### src/rtl/ps2_key_decoder.sv
// ps2_key_decoder: checks each received PS/2 frame, folds E0/F0 prefixes into
// key events, and queues the events in a show-ahead FIFO with valid/ready output.
`default_nettype none

module ps2_key_decoder #(
  parameter int DEPTH = 4,
  parameter int ERRW  = 8
) (
  input  logic            clk,
  input  logic            reset,
  input  logic [10:0]     frame_i,
  input  logic            frame_stb_i,
  output logic            ev_valid_o,
  input  logic            ev_ready_i,
  output logic [7:0]      ev_code_o,
  output logic            ev_ext_o,
  output logic            ev_brk_o,
  output logic            overflow_o,
  output logic [ERRW-1:0] err_cnt_o
);

  localparam int AW = (DEPTH > 1) ? $clog2(DEPTH) : 1;
  localparam int CW = AW + 1;

  localparam logic [7:0] BYTE_EXT = 8'hE0;
  localparam logic [7:0] BYTE_BRK = 8'hF0;

  typedef enum logic [1:0] {
    S_IDLE   = 2'd0,
    S_EXT    = 2'd1,
    S_BRK    = 2'd2,
    S_EXTBRK = 2'd3
  } state_t;

  state_t            state_q, state_d;
  logic [ERRW-1:0]   err_cnt_q;
  logic              overflow_q;
  logic [9:0]        mem_q [DEPTH];
  logic [AW-1:0]     wr_ptr_q, rd_ptr_q;
  logic [CW-1:0]     count_q;

  logic              w_good;
  logic [7:0]        w_byte;
  logic              w_emit;
  logic              w_emit_ext;
  logic              w_emit_brk;
  logic              w_pop;
  logic              w_full;
  logic              w_push;
  logic              w_drop;
  logic [9:0]        w_head;

  // Frame d0 (frame_i[9]) is the byte LSB.
  always_comb begin
    w_byte = 8'h00;
    for (int i = 0; i < 8; i++) begin
      w_byte[i] = frame_i[9-i];
    end
  end

  assign w_good = (frame_i[10] == 1'b0) && (frame_i[0] == 1'b1) && (^frame_i[9:1] == 1'b1);

  always_comb begin
    state_d    = state_q;
    w_emit     = 1'b0;
    w_emit_ext = 1'b0;
    w_emit_brk = 1'b0;
    if (frame_stb_i) begin
      if (!w_good) begin
        state_d = S_IDLE;
      end else if (w_byte == BYTE_EXT) begin
        case (state_q)
          S_IDLE:  state_d = S_EXT;
          S_EXT:   state_d = S_EXT;
          default: state_d = S_EXTBRK;
        endcase
      end else if (w_byte == BYTE_BRK) begin
        case (state_q)
          S_IDLE:  state_d = S_BRK;
          S_BRK:   state_d = S_BRK;
          default: state_d = S_EXTBRK;
        endcase
      end else begin
        w_emit     = 1'b1;
        w_emit_ext = (state_q == S_EXT) || (state_q == S_EXTBRK);
        w_emit_brk = (state_q == S_BRK) || (state_q == S_EXTBRK);
        state_d    = S_IDLE;
      end
    end
  end

  assign ev_valid_o = (count_q != '0);
  assign w_full     = (count_q == CW'(DEPTH));
  assign w_pop      = ev_valid_o && ev_ready_i;
  // A simultaneous pop frees the slot, so a full FIFO still accepts the push.
  assign w_push     = w_emit && (!w_full || w_pop);
  assign w_drop     = w_emit && w_full && !w_pop;

  always_ff @(posedge clk) begin
    if (reset) begin
      state_q    <= S_IDLE;
      err_cnt_q  <= '0;
      overflow_q <= 1'b0;
      wr_ptr_q   <= '0;
      rd_ptr_q   <= '0;
      count_q    <= '0;
      for (int i = 0; i < DEPTH; i++) begin
        mem_q[i] <= '0;
      end
    end else begin
      state_q <= state_d;
      if (frame_stb_i && !w_good && (err_cnt_q != {ERRW{1'b1}})) begin
        err_cnt_q <= err_cnt_q + ERRW'(1);
      end
      if (w_drop) begin
        overflow_q <= 1'b1;
      end
      if (w_push) begin
        mem_q[wr_ptr_q] <= {w_emit_ext, w_emit_brk, w_byte};
        wr_ptr_q        <= wr_ptr_q + AW'(1);
      end
      if (w_pop) begin
        rd_ptr_q <= rd_ptr_q + AW'(1);
      end
      count_q <= count_q + CW'(w_push) - CW'(w_pop);
    end
  end

  assign w_head     = mem_q[rd_ptr_q];
  assign ev_code_o  = ev_valid_o ? w_head[7:0] : 8'h00;
  assign ev_brk_o   = ev_valid_o ? w_head[8]   : 1'b0;
  assign ev_ext_o   = ev_valid_o ? w_head[9]   : 1'b0;
  assign overflow_o = overflow_q;
  assign err_cnt_o  = err_cnt_q;

endmodule

`default_nettype wire

### config.mk
export PLATFORM = sky130hd
export DESIGN_NAME = ps2_key_decoder
export DESIGN_NICKNAME = d
export VERILOG_FILES = /design/src/rtl/ps2_key_decoder.sv
export SDC_FILE = /design/constraint.sdc
export NUM_CORES = 1
export LEC_CHECK = 0
export BUFFER_PORTS_ARGS = -buffer_cell sky130_fd_sc_hd__buf_2
export CAP_MARGIN = 20
export CORE_MARGIN = 10
export CORE_UTILIZATION = 60
export CTS_BUF_LIST = sky130_fd_sc_hd__clkbuf_4 sky130_fd_sc_hd__clkbuf_8
export CTS_CLUSTER_DIAMETER = 60
export DETAILED_ROUTE_END_ITERATION = 6
export GPL_TIMING_DRIVEN = 0
export PLACE_DENSITY = 0.82
export RECOVER_POWER = 50
export SYNTH_ARGS = -nofsm -noshare
export SYNTH_HDL_FRONTEND = slang
export SYNTH_SLANG_ARGS = --single-unit
### constraint.sdc
create_clock -name clk -period 3.68 [get_ports clk]
set_input_delay 0.552 -clock clk [delete_from_list [all_inputs] [get_ports clk]]
set_output_delay 0.552 -clock clk [all_outputs]
set_load 0.02 [all_outputs]
==> impl_metrics.csv, run 1 <==
group,metric,value,unit
synthesis,synthesis.area_per_instance,11.9,um2
timing,hold_slack,0.467,ns
worst_setup_path,timing.critical_path.fanout_max,10,
cells_and_area,layout-drive-gt1-share,18.2,%
clock_tree,clk_path_buf_depth,2,
clock_tree,cts_num_sinks,60,
timing,setup_violations,0,
clock_tree,cts_h_tree_depth,3,
timing,rsz0062_at_grt,"false",
worst_setup_path,crit_start_category,"primary input",
timing,timing_hold_violations_final,0,
drt,drc,0,
clock_tree,post_cts_hold_buffer_count,0,
clock_tree,postCtsSetupRepairBufs,0,
worst_setup_path,critPathSlowestCell,"sky130_fd_sc_hd__xnor3_1",
cells_and_area,final_util,72.1,%
global_routing,grt_pass1_vias,2005,
synthesis,dominantRegCellSynth,"sky130_fd_sc_hd__edfxtp_1",
synthesis,ys_top_cells_by_count,"sky130_fd_sc_hd__nor2_1 (47), sky130_fd_sc_hd__edfxtp_1 (40), sky130_fd_sc_hd__dfxtp_1 (20)",
floorplan,die_height,88.4,um
synthesis,synth_instances,236,
floorplan,rows,24,
drt,route.vias.total,1934,
drt,final_antenna_net_count,0,
drt,wire_length_reported_by_the_detailed_router,5800,um
synthesis,postSynthNetCount,255,
drt,post_drt_wl_per_cell,17.2,um
place,numPortBuffers,33,
place,routabilityCongestion,0.812,
synthesis,post_synth_main_area_contributors,"sky130_fd_sc_hd__edfxtp_1 (43%), sky130_fd_sc_hd__dfxtp_1 (14%), sky130_fd_sc_hd__mux4_2 (8.0%)",
worst_setup_path,setup.worst_path.class,"primary input to flop",
floorplan,die_w,88.4,um
synthesis,synth_largest_area_cell,"sky130_fd_sc_hd__edfxtp_1",
clock_tree,root_buffer,"sky130_fd_sc_hd__clkbuf_8",
synthesis,yosys_register_bits,60,
synthesis,synth_seq_area_share,57.1,%
global_routing,grt_pass1_wl,9430,um
global_routing,grt_overflow,0,
clock_tree,post_cts.resized_instances,0,
timing,setup-tns-final,0,ns
synthesis,netlist-cell-type-count,40,
cells_and_area,nFillCells,307,
timing,highest_clock_rate,299,MHz
timing,slew_headroom,41.6,%
timing,tightest_slew,0.875,ns
floorplan,coreArea,4440,um2
global_routing,antenna_found_initial,0,
worst_setup_path,worst-endpoint-required,3.89,ns
clock_tree,cts_tree,"yes",
floorplan,start_util,63.1,%
pwr,totalPowerFinal,1.88,mW
timing,final.setup_skew,0.00657,ns
synthesis,synth_top_area_share,42.8,%
clock_tree,cts.clk_slew.worst_paths,0.06,ns
place,detailedPlacementHpwl,4140,um
synthesis,syn-cell-area,2800,um2
synthesis,synthMostInstantiatedCell,"sky130_fd_sc_hd__nor2_1",
synthesis,fraction_of_registers_with_async_set_or_reset_after_synthesis,0,%
pwr,power_leakage,1.18,nW
worst_setup_path,cpPeakStageDelay,0.46,ns
floorplan,io-pin-count,35,
drt,detailedRoute.firstPassIterationCount,4,
global_routing,grtUsageTotal,16.0,%
drt,viasPerCell,5.74,
synthesis,number_of_enable_flip_flop_cells_after_synthesis,40,
worst_setup_path,worstSetupEndpointType,"flop",
synthesis,ys_warn_count,0,
timing,final_critical_path_time_including_i_o_delays_and_setup,3.35,ns
cells_and_area,areaGrowthSynthToFinish,14.3,%
timing,fin_crit_sh,90.9,%
global_routing,grt_max_degree,11,
worst_setup_path,crit_arrival,3.56,ns
worst_setup_path,series_of_cell_instances_along_the_critical_path,"clkbuf_1, xor2_1, xnor3_1, mux2_4, nand2_1, clkbuf_1, ha_1, inv_1, ha_1, inv_1, fa_1, xor2_1, xnor2_1, nor2_1",
cells_and_area,insertedDiodeCount,0,
timing,final_max_slew_viol_count,0,
status,outcome,"finished clean",
run,maxCapViolCount,0,
floorplan,die_area,7810,um2
pwr,power.density_cell_area,587,nW/um2
hold_path,timing.hold.worst.class,"flop to flop",
pwr,ir_worst_vdd,0.000392,V
cells_and_area,number_of_nets_at_the_end_of_the_flow,299,
clock_tree,cts-buffers-inserted,9,
clock_tree,clk-insertion-delay-late,0.33,ns
drt,drtIter0Drc,185,
kinds of logic after synthesis:
family | count (synthesis) | share of synthesized area, %
adder cells (fa/ha/maj) | 4 | 2.05
multiplexers | 14 | 9.73
AO/OA/AOI/OAI | 24 | 5.09
XOR/XNOR | 9 | 3.84
buffers and inverters | 16 | 2.14
flip-flops | 60 | 57.1
AND/OR/NAND/NOR | 109 | 20.0
layer usage:
layer  track usage, %  part of all wire (%)
met2             26.9                    50
met1             17.8                    40
met5                0                     0
met3             5.15                   8.3
met4             8.66                   1.8
sequential cells by signal, indices dropped and copies added, names as in the netlist, named ones only:
name	count
state_q	2
rd_ptr_q	2
wr_ptr_q	2
overflow_o	1
err_cnt_o	8
mem_q	40
count_q	3
path summary, 6_finish.rpt:
path                                              start                       to  slack [ns]  depth (start not counted)
worst max register to register    count_q[1]$_SDFF_PP0_    count_q[2]$_SDFF_PP0_        0.62                         12
worst min-delay path            overflow_o$_SDFFE_PP0P_  overflow_o$_SDFFE_PP0P_        0.47                          2
worst max-delay path                         frame_i[7]    count_q[2]$_SDFF_PP0_        0.33                         14
worst min register to register  overflow_o$_SDFFE_PP0P_  overflow_o$_SDFFE_PP0P_        0.47                          2
layout make-up:
class / count / area [um2] / share of cell area, %
Tap cell: 52 / 65.1 / 2.03
Clock buffer: 14 / 174 / 5.43
Inverter: 5 / 18.8 / 0.586
Sequential cell: 60 / 1600 / 50.0
Multi-Input combinational cell: 160 / 1140 / 35.7
Timing Repair Buffer: 33 / 151 / 4.72
Buffer: 11 / 41.3 / 1.29
Clock inverter: 2 / 10.0 / 0.312
worst max-delay path, delay by kind of cell:
family	cells	cell delay (ns)
xor+xnor	4	0.93
fa+ha+maj	3	0.84
buf+inv	4	0.67
mux	1	0.37
simple gates	2	0.20
metrics by stage:
stage / instances / instance area (um2) / setup WS [ns]
2_1_floorplan: 236 / 2800 / 0.484
3_3_place_gp: 321 / 3030 / 0.0351
3_5_place_dp: 321 / 3030 / -0.000268
4_1_cts: 337 / 3220 / 0.341
5_1_grt: 337 / 3200 / 0.0472
6_report: 337 / 3200 / 0.334
where the power goes:
part / switching [mW] / internal, mW / total (mW)
Clock: 0.241 / 0.302 / 0.543
Sequential: 0.0304 / 0.774 / 0.805
Combinational: 0.307 / 0.226 / 0.533
placed cells by master, fill, tap and decap left out, types with 6 or more instances in the layout:
cell / synthesis / routed
sky130_fd_sc_hd__or3_1: 6 / 6
sky130_fd_sc_hd__and2_1: 11 / 10
sky130_fd_sc_hd__edfxtp_1: 40 / 40
sky130_fd_sc_hd__mux4_2: 10 / 10
sky130_fd_sc_hd__dfxtp_1: 20 / 20
sky130_fd_sc_hd__nor2_1: 47 / 47
sky130_fd_sc_hd__a21oi_1: 10 / 10
sky130_fd_sc_hd__nand2_1: 6 / 6
sky130_fd_sc_hd__o21ai_0: 6 / 6
sky130_fd_sc_hd__buf_2: 0 / 22
sky130_fd_sc_hd__clkbuf_1: 8 / 20
sky130_fd_sc_hd__nand2b_1: 13 / 13
sky130_fd_sc_hd__clkbuf_8: 0 / 11
(Power assumes the default switching activity.)
==> run 2, diff against run 1 <==
--- a/config.mk
+++ b/config.mk
@@ -7,6 +7,7 @@
 export LEC_CHECK = 0
 export BUFFER_PORTS_ARGS = -buffer_cell sky130_fd_sc_hd__buf_2
 export CAP_MARGIN = 20
+export CORE_ASPECT_RATIO = 1.4
 export CORE_MARGIN = 10
 export CORE_UTILIZATION = 60
 export CTS_BUF_LIST = sky130_fd_sc_hd__clkbuf_4 sky130_fd_sc_hd__clkbuf_8
==> run 2 against run 1 <==
Cell count is 3.0% higher; sequential power about the same; maximum frequency decreased by 2.0%; die area rose by 0.50%; sequential cell count unchanged; global-route usage rose by 0.53 points; core utilization fell by 0.18 points; via count increased by 1.6%; critical path depth stayed put; total power is 5.6% higher; clock skew decreased by 0.00059 ns; highest routed layer unchanged.
==> impl_metrics.csv, run 2 (synthesized netlist as in run 1, its figures left out) <==
group,metric,value,unit
clock_tree,cts.clk_slew.worst_paths,0.06,ns
timing,final_critical_path_setup_slack,0.267,ns
timing,tightest_slew,0.856,ns
clock_tree,postCtsSetupRepairBufs,0,
timing,setup_violations,0,
floorplan,die_height,101,um
status,outcome,"finished clean",
worst_setup_path,series_of_cell_instances_along_the_critical_path,"buf_2, xor2_1, xnor3_1, mux2_4, nand2_1, clkbuf_1, ha_1, inv_1, ha_1, inv_1, fa_1, xor2_1, xnor2_1, nor2_1",
floorplan,rows,29,
cells_and_area,layout.cells.most_common,"sky130_fd_sc_hd__nor2_1",
worst_setup_path,crit_arrival,3.62,ns
pwr,ir_worst_vdd,0.000344,V
global_routing,grt_pass1_wl,10000,um
timing,rsz0062_at_grt,"false",
global_routing,grt_max_degree,11,
worst_setup_path,setup.worst_path.class,"primary input to flop",
timing,fin_crit_sh,92.7,%
place,dp_slack,-0.0881,ns
clock_tree,cts_h_tree_depth,3,
cells_and_area,final_cell_mix,"sky130_fd_sc_hd__nor2_1 (47), sky130_fd_sc_hd__edfxtp_1 (40), sky130_fd_sc_hd__buf_2 (23)",
drt,final_antenna_net_count,0,
clock_tree,cts_num_sinks,60,
worst_setup_path,rrSetupSlack,0.57,ns
place,detailedPlacementHpwl,4160,um
cells_and_area,layout-drive-gt1-share,18.9,%
worst_setup_path,crit_cells,14,
cells_and_area,insertedDiodeCount,0,
floorplan,start_util,61.8,%
place,numPortBuffers,33,
timing,final_critical_path_time_including_i_o_delays_and_setup,3.41,ns
place,routabilityCongestion,0.802,
run,maxCapViolCount,0,
cells_and_area,registers.top_by_ff_count,"mem_q",
drt,route.vias.total,1965,
clock_tree,cts-buffers-inserted,9,
worst_setup_path,worst-endpoint-required,3.89,ns
global_routing,antenna_found_initial,0,
worst_setup_path,critPathSlowestCell,"sky130_fd_sc_hd__clkbuf_1",
worst_setup_path,endpoint_of_the_worst_setup_timing_path,"count_q[2]$_SDFF_PP0_",
worst_setup_path,critPathTopFamily,"XOR/XNOR gates",
floorplan,die_area,7850,um2
clock_tree,post_cts_hold_buffer_count,0,
global_routing,grt_overflow,0,
floorplan,die_w,77.8,um
drt,drtIter0Drc,239,
global_routing,grtUsageTotal,16.6,%
timing,final.setup_skew,0.00598,ns
timing,final_max_slew_viol_count,0,
worst_setup_path,timing.critical_path.buf_inv,4,
worst_setup_path,timing.critical_path.fanout_max,10,
worst_setup_path,worstSetupEndpointType,"flop",
clock_tree,post_cts.resized_instances,0,
cells_and_area,max_ffs_per_register,40,
drt,drc,0,
worst_setup_path,timing.reg2reg.worst_path_depth,12,
clock_tree,clk-insertion-delay-late,0.34,ns
drt,detailedRoute.firstPassIterationCount,4,
pwr,totalPowerFinal,1.99,mW
hold_path,timing.hold.worst.class,"flop to flop",
pwr,power.density_cell_area,609,nW/um2
drt,wire_length_reported_by_the_detailed_router,6100,um
drt,viasPerCell,5.66,
worst_setup_path,cpPeakStageDelay,0.49,ns
clock_tree,root_buffer,"sky130_fd_sc_hd__clkbuf_8",
clock_tree,clk_path_buf_depth,2,
worst_setup_path,worst_r2r_endpoint,"count_q[2]$_SDFF_PP0_",
floorplan,io-pin-count,35,
global_routing,grt_pass1_vias,2175,
drt,post_drt_wl_per_cell,17.6,um
worst_setup_path,r2r-start,"count_q[1]$_SDFF_PP0_",
cells_and_area,areaGrowthSynthToFinish,16.3,%
cells_and_area,number_of_nets_at_the_end_of_the_flow,299,
timing,highest_clock_rate,293,MHz
pwr,power_leakage,1.20,nW
timing,slew_headroom,43.0,%
clock_tree,cts_tree,"yes",
worst_setup_path,crit_start_category,"primary input",
worst_setup_path,startpoint,"frame_i[7]",
timing,timing_hold_violations_final,0,
floorplan,coreArea,4540,um2
## run 2: worst min-delay path by stage
| stage | from | end | slack [ns] | cells past startpoint |
|---|---|---|---|---|
| finish | overflow_o$_SDFFE_PP0P_ | overflow_o$_SDFFE_PP0P_ | 0.47 | 2 |
| detailed placement | overflow_o$_SDFFE_PP0P_ | overflow_o$_SDFFE_PP0P_ | 0.45 | 2 |
| floorplan | wr_ptr_q[1]$_SDFFE_PP0P_ | wr_ptr_q[1]$_SDFFE_PP0P_ | 0.48 | 2 |
| CTS | overflow_o$_SDFFE_PP0P_ | overflow_o$_SDFFE_PP0P_ | 0.47 | 2 |
| global route | overflow_o$_SDFFE_PP0P_ | overflow_o$_SDFFE_PP0P_ | 0.52 | 2 |
| global placement | overflow_o$_SDFFE_PP0P_ | overflow_o$_SDFFE_PP0P_ | 0.45 | 2 |
## run 2: area by class of cell
type,instances,area (um2)
Clock inverter,5,75.1
Timing Repair Buffer,33,153
Tap cell,62,77.6
Clock buffer,11,145
Fill cell,326,1270
Multi-Input combinational cell,160,1150
Inverter,5,18.8
Buffer,11,41.3
Sequential cell,60,1600
## run 2: report_power, final
part	internal [mW]	switching [mW]	leakage (nW)	total (mW)
sequential	0.774	0.0300	0.576	0.804
combinational	0.225	0.302	0.510	0.526
clock	0.404	0.253	0.116	0.656
total	1.40	0.584	1.20	1.99
## run 2: metrics by stage
step                      hold slack (ns)  TNS, ns  cells  cell area, um2  utilization, %
final                               0.472        0    347            3260            71.9
after floorplan                     0.482        0    236            2800               -
after CTS                           0.472        0    347            3270            72.0
after global routing                0.519        0    347            3260            71.9
after detailed placement            0.453  -0.0881    331            3050            67.2
after global placement              0.451  -0.0359    331            3050            67.2
## run 2: routing by layer
metal | part of all wire, % | up-vias | track usage (%) | wire length, um
met4 | 3.3 | 0 | 10.0 | 202
met2 | 54 | 68 | 31.4 | 3300
met5 | 0 | - | 0 | 0
met1 | 36 | 934 | 15.1 | 2200
met3 | 6.5 | 21 | 4.55 | 396
li1 | - | 942 | - | -
## run 2: tightest hold or removal path, stage by stage, from the launching register on
cell and delay, ns:
sky130_fd_sc_hd__dfxtp_1 0.33, sky130_fd_sc_hd__a31oi_1 0.04, sky130_fd_sc_hd__nor2_1 0.07
==> run 3, diff against run 2 <==
--- a/config.mk
+++ b/config.mk
@@ -5,6 +5,7 @@
 export SDC_FILE = /design/constraint.sdc
 export NUM_CORES = 1
 export LEC_CHECK = 0
+export ABC_AREA = 1
 export BUFFER_PORTS_ARGS = -buffer_cell sky130_fd_sc_hd__buf_2
 export CAP_MARGIN = 20
 export CORE_ASPECT_RATIO = 1.4
==> run 3 against run 2 <==
Global-route usage rose by 0.72 points; hold slack worse by 0.018 ns; critical path depth rose by 5; maximum frequency up 15%; area after synthesis increased by 5.8%; critical path type unchanged.
==> impl_metrics.csv, run 3 <==
group,metric,value,unit
clock_tree,postCtsSetupRepairBufs,0,
cells_and_area,max_ffs_per_register,40,
cells_and_area,insertedDiodeCount,0,
synthesis,fraction_of_registers_with_async_set_or_reset_after_synthesis,0,%
timing,setup-tns-final,0,ns
place,detailedPlacementHpwl,4940,um
place,postPlaceCellArea,3220,um2
timing,final.setup_skew,0.00797,ns
hold_path,timing.hold.worst_path_depth,2,
place,numPlacedInstances,450,
clock_tree,clk_path_buf_depth,2,
drt,route.vias.total,2468,
cells_and_area,final_util,69.7,%
cells_and_area,layout-drive-gt1-share,12.9,%
timing,highest_clock_rate,338,MHz
timing,rsz0062_at_grt,"false",
synthesis,syn-cell-area,2970,um2
pwr,internal_power,1.20,mW
worst_setup_path,rrSetupSlack,1.06,ns
worst_setup_path,setup.worst_path.class,"primary input to flop",
synthesis,ys_top_cells_by_count,"sky130_fd_sc_hd__nor2_1 (86), sky130_fd_sc_hd__nand2_1 (50), sky130_fd_sc_hd__edfxtp_1 (40)",
pwr,switching_share,34.5,%
hold_path,timing.hold.worst_endpoint,"state_q[0]$_SDFFE_PP0P_",
worst_setup_path,timing.reg2reg.worst_path_depth,12,
run,maxCapViolCount,0,
global_routing,grt_pass1_vias,2468,
place,routabilityCongestion,0.858,
pwr,power.share.sequential,43.2,%
clock_tree,clk-insertion-delay-late,0.34,ns
drt,final_antenna_net_count,0,
timing,fin_crit_sh,80.4,%
synthesis,synthesis.area_per_instance,8.45,um2
cells_and_area,nFillCells,425,
cells_and_area,final_cell_area,3350,um2
synthesis,ys_warn_count,0,
floorplan,start_util,61.7,%
timing,hold_slack,0.455,ns
hold_path,worst_hold_launch,"frame_stb_i",
global_routing,grt_max_degree,11,
floorplan,rows,30,
global_routing,grtUsageMet1,16.1,%
worst_setup_path,timing.critical_path.fanout_max,10,
global_routing,grt_overflow,0,
worst_setup_path,worst-endpoint-required,3.91,ns
place,numPortBuffers,34,
drt,drtIter0Drc,174,
synthesis,dominantRegCellSynth,"sky130_fd_sc_hd__edfxtp_1",
pwr,totalPowerFinal,1.84,mW
worst_setup_path,r2r-start,"count_q[1]$_SDFF_PP0_",
status,outcome,"finished clean",
clock_tree,cts-buffers-inserted,9,
clock_tree,post_cts_hold_buffer_count,0,
pwr,power.density_cell_area,549,nW/um2
floorplan,die_w,79.4,um
pwr,ir_worst_vdd,0.000440,V
cells_and_area,stdcell_count,466,
global_routing,grtUsageTotal,17.3,%
synthesis,synth_instances,351,
cells_and_area,areaGrowthSynthToFinish,12.9,%
drt,detailedRoute.firstPassIterationCount,5,
synthesis,synthMostInstantiatedCell,"sky130_fd_sc_hd__nor2_1",
floorplan,die_height,103,um
clock_tree,cts_num_sinks,60,
clock_tree,root_buffer,"sky130_fd_sc_hd__clkbuf_8",
timing,tightest_slew,0.889,ns
synthesis,post_synth_main_area_contributors,"sky130_fd_sc_hd__edfxtp_1 (40%), sky130_fd_sc_hd__dfxtp_1 (13%), sky130_fd_sc_hd__nor2_1 (11%)",
synthesis,netlist-cell-type-count,30,
synthesis,number_of_enable_flip_flop_cells_after_synthesis,40,
floorplan,io-pin-count,35,
place,dp_slack,0.491,ns
worst_setup_path,worstSetupEndpointType,"flop",
timing,slew_headroom,40.1,%
drt,post_drt_wl_per_cell,14.2,um
worst_setup_path,crit_start_category,"primary input",
clock_tree,cts_h_tree_depth,3,
timing,final_max_slew_viol_count,0,
synthesis,synth_largest_area_cell,"sky130_fd_sc_hd__edfxtp_1",
global_routing,met2_usage,30.5,%
drt,viasPerCell,5.30,
global_routing,antenna_found_initial,0,
floorplan,coreArea,4800,um2
timing,setup_violations,0,
synthesis,yosys_register_bits,60,
clock_tree,post_cts.resized_instances,0,
worst_setup_path,worst_r2r_endpoint,"count_q[2]$_SDFF_PP0_",
pwr,comb_power_share,28.9,%
cells_and_area,number_of_nets_at_the_end_of_the_flow,416,
worst_setup_path,crit_arrival,3.19,ns
synthesis,synth_top_area_share,40.5,%
timing,final_critical_path_time_including_i_o_delays_and_setup,2.96,ns
drt,drc,0,
hold_path,timing.hold.worst.class,"primary input to flop",
cells_and_area,final_cell_mix,"sky130_fd_sc_hd__nor2_1 (87), sky130_fd_sc_hd__nand2_1 (52), sky130_fd_sc_hd__edfxtp_1 (40)",
pwr,power_leakage,1.41,nW
global_routing,gr-usage-met3,4.41,%
pwr,clockPowerShare,27.9,%
global_routing,globalRoute.busiestLayer,"met2",
timing,timing_hold_violations_final,0,
pwr,power_switching,0.634,mW
floorplan,die_area,8200,um2
cells_and_area,registers.top_by_ff_count,"mem_q",
synthesis,postSynthNetCount,370,
clock_tree,cts.clk_slew.worst_paths,0.06,ns
global_routing,grt_pass1_wl,10800,um
synthesis,synth_seq_area_share,54.0,%
drt,wire_length_reported_by_the_detailed_router,6620,um
clock_tree,cts_tree,"yes",
cells_and_area,layout.cells.most_common,"sky130_fd_sc_hd__nor2_1",
timing,final_critical_path_setup_slack,0.723,ns
-- run 3: worst max-delay path by stage --
stage                     from                     to  slack [ns]  cells past startpoint
CTS                 frame_i[4]  count_q[2]$_SDFF_PP0_        0.85                     20
finish              frame_i[4]  count_q[2]$_SDFF_PP0_        0.72                     19
global placement    frame_i[4]  count_q[2]$_SDFF_PP0_        0.62                     20
detailed placement  frame_i[4]  count_q[2]$_SDFF_PP0_        0.49                     20
floorplan           frame_i[4]  count_q[2]$_SDFF_PP0_        0.98                     19
global route        frame_i[4]  count_q[2]$_SDFF_PP0_        0.44                     19
-- run 3: power groups by stage --
| stage | Combinational [mW] | Sequential [mW] | Clock, mW |
|---|---|---|---|
| CTS | 0.542 | 0.795 | 0.520 |
| floorplan | 0.369 | 0.805 | 0 |
| finish | 0.531 | 0.795 | 0.513 |
| detailed placement | 0.539 | 0.809 | 0 |
| global placement | 0.518 | 0.807 | 0 |
| global route | 0.597 | 0.801 | 0.545 |
-- run 3: final cells by class --
type	count	area, um2	area share, %
buffer	14	53.8	1.61
tap	64	80.1	2.39
sequential	60	1600	47.8
clock inverter	2	11.3	0.336
inverter	39	146	4.37
clock buffer	14	161	4.82
multi-input combinational	238	1130	33.8
timing repair buffer	35	164	4.89
-- run 3: critical path, cell delays in order --
cell                       delay (ns)
sky130_fd_sc_hd__clkbuf_1        0.20
sky130_fd_sc_hd__inv_1           0.19
sky130_fd_sc_hd__nand2_1         0.10
sky130_fd_sc_hd__nand2_1         0.06
sky130_fd_sc_hd__nand2_1         0.06
sky130_fd_sc_hd__nand3_1         0.09
sky130_fd_sc_hd__nand2_1         0.07
sky130_fd_sc_hd__nand2_1         0.04
sky130_fd_sc_hd__nand2_1         0.10
sky130_fd_sc_hd__nand4_4         0.14
sky130_fd_sc_hd__buf_2           0.24
sky130_fd_sc_hd__ha_1            0.31
sky130_fd_sc_hd__inv_1           0.05
sky130_fd_sc_hd__ha_1            0.13
sky130_fd_sc_hd__inv_1           0.05
sky130_fd_sc_hd__fa_1            0.38
sky130_fd_sc_hd__xor2_1          0.17
sky130_fd_sc_hd__o21ai_0         0.17
sky130_fd_sc_hd__a21oi_1         0.06
-- run 3: layer usage --
metal,wire (um),part of all wire [%]
met1,2450,37
met2,3470,52
met3,291,4.4
met4,408,6.2
met5,0,0
-- run 3: logic make-up after synthesis --
kind of cell	share of synthesized area (%)
AO/OA/AOI/OAI	9.41
XOR/XNOR	2.07
adder cells (fa/ha/maj)	1.94
buffers and inverters	7.30
flip-flops	54.0
AND/OR/NAND/NOR	25.3
